<file path="src/rtl/sfifo_rd_stream.sv">
// sfifo_rd_stream
// Read-side engine for a non-show-ahead sync FIFO (q valid one clock after re).
// A start command drains exactly len beats and presents them on a valid/ready
// stream. Reads are credit-limited so the FIFO is never read while empty and the
// 2-entry output buffer can never overflow, even with a read still in flight.

module sfifo_rd_stream #(
  parameter int DW = 32,
  parameter int LW = 16
) (
  input  logic          clk,
  input  logic          rst_n,
  input  logic          start,
  input  logic [LW-1:0] len,
  output logic          busy,
  output logic          done,
  output logic          fifo_re,
  input  logic [DW-1:0] fifo_q,
  input  logic          fifo_rempty,
  output logic          m_valid,
  output logic [DW-1:0] m_data,
  input  logic          m_ready
);

  typedef enum logic [1:0] {
    ST_IDLE = 2'd0,
    ST_RUN  = 2'd1,
    ST_DONE = 2'd2
  } state_t;

  state_t        state_r;
  state_t        state_nxt_s;

  // transfer bookkeeping
  logic [LW-1:0] len_r;
  logic [LW-1:0] issued_r;
  logic [LW-1:0] accepted_r;
  logic [LW-1:0] acc_inc_s;

  // read pipeline and output buffer (head_r is the entry shown on m_data)
  logic          rd_pend_r;
  logic [1:0]    buf_cnt_r;
  logic [DW-1:0] head_r;
  logic [DW-1:0] tail_r;

  logic          run_s;
  logic          pop_s;
  logic          push_s;
  logic          last_pop_s;
  logic          fifo_re_s;
  logic [LW+1:0] occ_s;

  // Datapath qualifiers: handshake, credit check and read enable.
  always_comb begin
    run_s      = (state_r == ST_RUN);
    pop_s      = (buf_cnt_r != 2'd0) & m_ready;
    push_s     = rd_pend_r;
    acc_inc_s  = accepted_r + {{(LW-1){1'b0}}, 1'b1};
    last_pop_s = run_s & pop_s & (acc_inc_s == len_r);
    // Occupancy the buffer will hold after this edge, counting the beat that
    // is already on its way from the FIFO. Wide enough that it cannot wrap.
    occ_s      = {{LW{1'b0}}, buf_cnt_r}
               + {{(LW+1){1'b0}}, rd_pend_r}
               - {{(LW+1){1'b0}}, pop_s};
    fifo_re_s  = run_s
               & ~fifo_rempty
               & (issued_r != len_r)
               & (occ_s < {{LW{1'b0}}, 2'd2});
  end

  // FSM state register.
  always_ff @(posedge clk or negedge rst_n) begin
    if (!rst_n) begin
      state_r <= ST_IDLE;
    end else begin
      state_r <= state_nxt_s;
    end
  end

  // FSM next-state logic; a start seen outside IDLE is ignored.
  always_comb begin
    state_nxt_s = state_r;
    case (state_r)
      ST_IDLE: begin
        if (start) begin
          if (len == {LW{1'b0}}) begin
            state_nxt_s = ST_DONE;
          end else begin
            state_nxt_s = ST_RUN;
          end
        end else begin
          state_nxt_s = ST_IDLE;
        end
      end
      ST_RUN: begin
        if (last_pop_s) begin
          state_nxt_s = ST_DONE;
        end else begin
          state_nxt_s = ST_RUN;
        end
      end
      ST_DONE: begin
        state_nxt_s = ST_IDLE;
      end
      default: begin
        state_nxt_s = ST_IDLE;
      end
    endcase
  end

  // FSM outputs; stream outputs come straight from the buffer registers.
  always_comb begin
    busy    = 1'b0;
    done    = 1'b0;
    case (state_r)
      ST_IDLE: begin
        busy = 1'b0;
        done = 1'b0;
      end
      ST_RUN: begin
        busy = 1'b1;
        done = 1'b0;
      end
      ST_DONE: begin
        busy = 1'b1;
        done = 1'b1;
      end
      default: begin
        busy = 1'b0;
        done = 1'b0;
      end
    endcase
    fifo_re = fifo_re_s;
    m_valid = (buf_cnt_r != 2'd0);
    m_data  = head_r;
  end

  // Length latch plus issued/accepted beat counters, both capped at len.
  always_ff @(posedge clk or negedge rst_n) begin
    if (!rst_n) begin
      len_r      <= {LW{1'b0}};
      issued_r   <= {LW{1'b0}};
      accepted_r <= {LW{1'b0}};
    end else if (state_r == ST_IDLE) begin
      if (start) begin
        len_r      <= len;
        issued_r   <= {LW{1'b0}};
        accepted_r <= {LW{1'b0}};
      end else begin
        len_r      <= len_r;
      end
    end else if (run_s) begin
      if (fifo_re_s) begin
        issued_r <= issued_r + {{(LW-1){1'b0}}, 1'b1};
      end else begin
        issued_r <= issued_r;
      end
      if (pop_s && (accepted_r != len_r)) begin
        accepted_r <= acc_inc_s;
      end else begin
        accepted_r <= accepted_r;
      end
    end else begin
      len_r <= len_r;
    end
  end

  // Read-in-flight flag: the beat requested this cycle lands next cycle.
  always_ff @(posedge clk or negedge rst_n) begin
    if (!rst_n) begin
      rd_pend_r <= 1'b0;
    end else begin
      rd_pend_r <= fifo_re_s;
    end
  end

  // Two-entry output buffer: head is presented, tail is the second beat.
  always_ff @(posedge clk or negedge rst_n) begin
    if (!rst_n) begin
      buf_cnt_r <= 2'd0;
      head_r    <= {DW{1'b0}};
      tail_r    <= {DW{1'b0}};
    end else begin
      case ({push_s, pop_s})
        2'b10: begin
          if (buf_cnt_r == 2'd0) begin
            head_r <= fifo_q;
          end else begin
            tail_r <= fifo_q;
          end
          buf_cnt_r <= buf_cnt_r + 2'd1;
        end
        2'b01: begin
          head_r    <= tail_r;
          buf_cnt_r <= buf_cnt_r - 2'd1;
        end
        2'b11: begin
          // Occupancy unchanged: the new beat replaces whatever leaves.
          if (buf_cnt_r == 2'd1) begin
            head_r <= fifo_q;
          end else begin
            head_r <= tail_r;
            tail_r <= fifo_q;
          end
        end
        default: begin
          buf_cnt_r <= buf_cnt_r;
        end
      endcase
    end
  end

endmodule

</file>
<file path="config.mk">
export PLATFORM = sky130hd
export DESIGN_NAME = sfifo_rd_stream
export DESIGN_NICKNAME = d
export VERILOG_FILES = /design/src/rtl/sfifo_rd_stream.sv
export SDC_FILE = /design/constraint.sdc
export NUM_CORES = 1
export LEC_CHECK = 0
export CORE_MARGIN = 2
export CORE_UTILIZATION = 41
export DETAILED_ROUTE_END_ITERATION = 16
export GPL_TIMING_DRIVEN = 0
export PLACE_DENSITY_LB_ADDON = 0.12
export SETUP_SLACK_MARGIN = 0.02
export SLEW_MARGIN = 20
export SYNTH_ARGS = -nofsm -noshare
export SYNTH_HDL_FRONTEND = slang
export SYNTH_SLANG_ARGS = --single-unit
</file>
<file path="constraint.sdc">
create_clock -name clk -period 5.6 [get_ports clk]
set_clock_uncertainty 0.05 [all_clocks]
set_input_delay 0.56 -clock clk [delete_from_list [all_inputs] [get_ports clk]]
set_output_delay 0.56 -clock clk [all_outputs]
set_load 0.02 [all_outputs]
</file>
# [After elaboration in Yosys (flattened, before gate mapping)]
# Cells that the tools add are included.
[word_totals] regBits=117 latch_bits=0 ramBits=0 mem_bits_ro=0 input_bits=53 output_inout_bits=36 word_cells=72 memories=0
[classes] n_addsub=6 multipliers=0 div=0 order_cmp=1 n_eq_ne=13 shift=0 n_mux=20 bitwise_logic=7 n_reduce_logical=17
[op_table] cell="two-way mux 32 bit" count=4
[op_table] cell="two-way mux 16 bit" count=7
[op_table] cell="one-hot mux 32 bit (3 select lines)" count=1
[op_table] cell="one-hot mux 32 bit (2 select lines)" count=1
[op_table] cell="adder 16 x 1 -> 16 bit, second input constant" count=2
[op_table] cell="inequality test 16 bit" count=2
[op_table] cell="less-than comparator 18 x 2 -> 1 bit, second input constant" count=1
[op_table] cell="equality test 16 bit" count=1
[op_table] cell="logical NOT 16 bit" count=1
[op_table] cell="nonzero test 2 bit" count=6
[op_table] cell="AND reduction 3 bit" count=3
[op_table] cell="inequality test 2 bit, second input constant" count=4
[op_table] cell="one-hot mux 2 bit (2 select lines)" count=2
[op_table] cell="AND 1 bit" count=6
[op_table] cell="equality test 2 x 1 -> 1 bit, second input constant" count=3
[op_table] cell="equality test 2 bit, second input constant" count=3
[op_table] cell="two-way mux 2 bit" count=3
[op_table] cell="logical NOT 2 bit" count=2
[op_table] cell="AND reduction 2 bit" count=2
[op_table] cell="subtractor 3 x 1 -> 4 bit" count=1
[op_table] cell="adder 2 x 1 -> 3 bit" count=1
[op_table] cell="nonzero test 3 bit" count=1
[op_table] cell="adder 2 x 1 -> 2 bit, second input constant" count=1
[op_table] cell="two-way mux 1 bit" count=2
[op_table] cell="other kinds (4)" count=4

# [Logic depth before layout (Yosys ltp)]
[logic_depth] ltp_word=8 ltp_mapped=12

# [Worst setup path after synthesis]
# No wires, ideal clock.
[synth_path] path_type="register -> register" startpoint="register buf_cnt_r[0]" endpoint="register issued_r[15]" arrival_ns=2.944 required_ns=5.474 path_slack_ns=2.530 path_stages_with_launch=13 n_path_buf=1 path_cell_list="dfrtp_1 -> inv_1 -> ha_1 -> nor2b_1 -> ha_1 -> nor2b_2 -> fa_1 -> nor2_1 -> o211a_1 -> nand4_2 -> buf_2 -> or4_1 -> o21ai_1"
[synth_via] elab_chain_cells=7 elab_cells_between_ends=8 classes_between="add/sub: 2; order compare: 1; bitwise: 2; reduce/logical: 3"
[synth_rtl] item="start: declaration" line_no="42" rtl="logic [1:0] buf_cnt_r;"
[synth_rtl] item="start signal: assignment" line_no="191" rtl="buf_cnt_r <= buf_cnt_r + 2'd1;"
[synth_rtl] item="start signal: assignment" line_no="195" rtl="buf_cnt_r <= buf_cnt_r - 2'd1;"
[synth_rtl] item="start signal: assignment" line_no="207" rtl="buf_cnt_r <= buf_cnt_r;"
[synth_rtl] item="parallel branches: the longest is 2 deep, another holds adder 2 x 1 -> 3 bit"
[synth_rtl] item="subtractor 3 x 1 -> 4 bit (*)" line_no="64" rtl="- {{(LW+1){1'b0}}, pop_s};"
[synth_rtl] item="less-than comparator 18 x 2 -> 1 bit (*)" line_no="68" rtl="& (occ_s < {{LW{1'b0}}, 2'd2});"
[synth_rtl] item="AND 1 bit (*)" line_no="68"
[synth_rtl] item="nonzero test 2 bit (no source line) (*)"
[synth_rtl] item="AND reduction 3 bit (no source line) (*)"
[synth_rtl] item="end signal: assignment" line_no="142" rtl="issued_r <= {LW{1'b0}};"
[synth_rtl] item="end signal: assignment" line_no="147" rtl="issued_r <= {LW{1'b0}};"
[synth_rtl] item="end signal: assignment" line_no="154" rtl="issued_r <= issued_r + {{(LW-1){1'b0}}, 1'b1};"
[synth_rtl] item="end: declaration" line_no="36" rtl="logic [LW-1:0] issued_r;"
# Every way passes the cells marked *.
# A chain may end at the register's enable or synchronous reset.

# [Worst setup path in the final report]
[layout_path] startpoint="register buf_cnt_r[0]" endpoint="output port fifo_re"
[layout_via] elab_chain_cells=5 elab_cells_between_ends=6 classes_between="add/sub: 2; order compare: 1; bitwise: 2; reduce/logical: 1"
[layout_rtl] item="parallel branches: the longest is 2 deep, another holds adder 2 x 1 -> 3 bit"
[layout_rtl] item="subtractor 3 x 1 -> 4 bit (*)" line_no="64"
[layout_rtl] item="less-than comparator 18 x 2 -> 1 bit (*)" line_no="68"
[layout_rtl] item="AND 1 bit (*)" line_no="68"
[layout_rtl] item="end: declaration" line_no="17" rtl="output logic fifo_re,"
# Marked as above.

==> results.md <==
* Library cells used by synthesis at 58
* Crit path to: fifo_re
* Routed wire length per instance at 16.8 um
* Final setup margin at 1.33 ns
* Row Count at 44
* Largest net degree at the start of global routing at 66
* Setup Fix Bufs, Post-CTS at 0
* Clock latency on the worst-skew pair at 0.42 ns
* Grt ovf at 0
* Final Max Slew Viols at 0
* TritonCTS Buffers at 17
* Synthesis-to-layout area growth at 28.5%
* Post-CTS resize count at 0
* Crit end category: primary output
* Crit-path max FO at 6
* Share of the synthesized area in the top cell type at 48.1%
* CTS tree: built
* Req. time, crit path at 4.99 ns
* Slew @ Worst Pin at 0.751 ns
* Initial core utilization at 41.8%
* ANT nets after route at 0
* EDFF count, synth at 0
* Total power at 4010 uW
* R2R Path End: issued_r[4]
* Via Count at 4872
* Clock root cell: clkbuf_16
* Arrival @ worst endpoint at 3.66 ns
* Mapped cell area at 6080 um2
* Tcrit/Tclk final at 76.3%
* Syn Inst Count at 605
* Global-route usage over all layers at 20.0%
* Max Freq at 234 MHz
* Die area at 15800 um2
* Worst Setup Start Kind: flop
* Clock buffer depth at 2
* IO Count at 89
* Synth async-reset ratio at 100%
* Initial antenna violation count at 0
* Post-CTS Hold Buffers at 0
* DIE WIDTH at 126 um
* Pwr dens at 513 nW/um2
* Vias in the first global route at 4896
* Final Hold Fails at 0
* HP Class: in -> async
* Synth warn at 0
* I/O Buffers at 88
* Most frequent cells in the layout: dfrtp_1 (117), nand2_1 (98), clkdlybuf4s50_1 (87)
* Pre-CTS setup slack at 1.37 ns
* Synth Register Bits at 117
* Fin nets at 778
* Clock transition at path regs at 0.06 ns
* Post-synth top area cell: dfrtp_1
* Status: finished clean
* CTS Sinks at 117
* Initial drt markers at 285
* Antenna cell count at 0
* Crit path launch: buf_cnt_r[0]
* Most common cell after layout, fill and taps aside: dfrtp_1
* Drt pass-1 iters at 5
* VDD IR max at 0.000243 V
* Fill cell count at 1300
* Sequential share of the synthesized area at 48.1%
* Final HPWL DP at 11000 um
* Rel. slew slack at 49.9%
* Final WL at 15300 um
* Kind of critical path: reg -> out
* CORE AREA at 14500 um2
* Setup_tns at 0 ns
* RSZ-0062 raised after global routing: false
* Main synth FF type: dfrtp_1
* Syn nets at 670
* First-pass GRT wire length at 25000 um
* Share of layout cells above drive strength 1 at 12.4%
* DRC at 0
* Mean Syn Cell Area at 10.1 um2
* R2R Path Start: buf_cnt_r[0]
* R2R Setup Slk at 1.99 ns
* Leakage at 0.00339 uW
* Placer congestion estimate at 0.868
* # setup viols final at 0
* Height of the chip at 126 um
* Htree depth at 4
* Ranking of synthesized cells by area: dfrtp_1 (48%), xor2_1 (6.5%), nand2_1 (6.0%)
* Period minus WS final at 4.27 ns
* Via density at 5.35
* R2R depth at 12
* Max_cap viols at 0
[per-layer routing]
layer	track usage (%)	up-vias	routed length, um
met5	0	-	0
met4	8.34	0	269
met3	5.27	23	792
met2	32.1	135	7190
met1	25.9	2350	7010
li1	-	2364	-
[area by class of cell]
cell class	instances	area, um2	area share [%]
inverter	22	82.6	1.06
clock inverter	14	151	1.94
clock buffer	18	439	5.62
buffer	32	170	2.18
sequential	117	2930	37.5
timing repair buffer	89	910	11.6
multi-input combinational	434	2900	37.1
tap	184	230	2.95
[state kept, by name, summed over array words and instances (netlist names)]
signal      count
accepted_r     16
buf_cnt_r       2
issued_r       16
len_r          16
m_data         32
push_s          1
state_r         2
tail_r         32
[critical path, cell delays in order (launching register included)]
cell and delay (ns):
dfrtp_1 0.40, inv_1 0.06, ha_1 0.24, nor2b_1 0.44, ha_1 0.38, nor2b_2 0.17, fa_1 0.42, nor2_1 0.15
o211ai_1 0.14, nor2_1 0.18, clkdlybuf4s50_1 0.66
[worst min path at each step]
stage	startpoint	end	cells past startpoint
after global placement	m_data[29]	m_data[29]	2
after global routing	rst_n	m_data[4]	1
after detailed placement	m_data[13]	m_data[13]	2
final	rst_n	m_data[4]	1
after floorplan	rst_n	accepted_r[0]	0
after CTS	rst_n	m_data[4]	1
[per-stage QoR]
stage | hold WS [ns] | cells | util (%) | cell area, um2
final | 0.0684 | 910 | 53.7 | 7810
after global placement | 0.412 | 877 | 49.5 | 7190
after floorplan | 0.214 | 605 | - | 6080
after detailed placement | 0.420 | 878 | 49.7 | 7220
after global routing | 0.118 | 910 | 53.7 | 7810
after CTS | 0.0884 | 910 | 53.7 | 7810
[logic make-up after synthesis]
group	count (synthesis)	synth area share, %
xor+xnor	53	7.63
simple gates	210	17.4
buf+inv	54	4.16
mux	35	6.42
fa+ha+maj	12	2.59
flops	117	48.1
compound gates	124	13.7
[report_power, final]
part           leakage (uW)  total [uW]  internal, uW  switching, uW
combinational       0.00164        1530           712            822
clock              0.000275        1090           669            417
sequential          0.00147        1390          1160            235
[cells in the mapped netlist, drive strengths merged, types with 6 or more instances]
library cell    n
o21ai          49
and4            8
nor2           21
and3            8
mux2           32
buf            12
dfrtp         117
clkbuf         20
nand2          98
nand3          16
and2            8
a21oi          13
xor2           45
ha             11
nor4           14
or4             6
xnor2           8
inv            22
a22oi          32
nand4          16
Power figures use the tool's default switching activity.
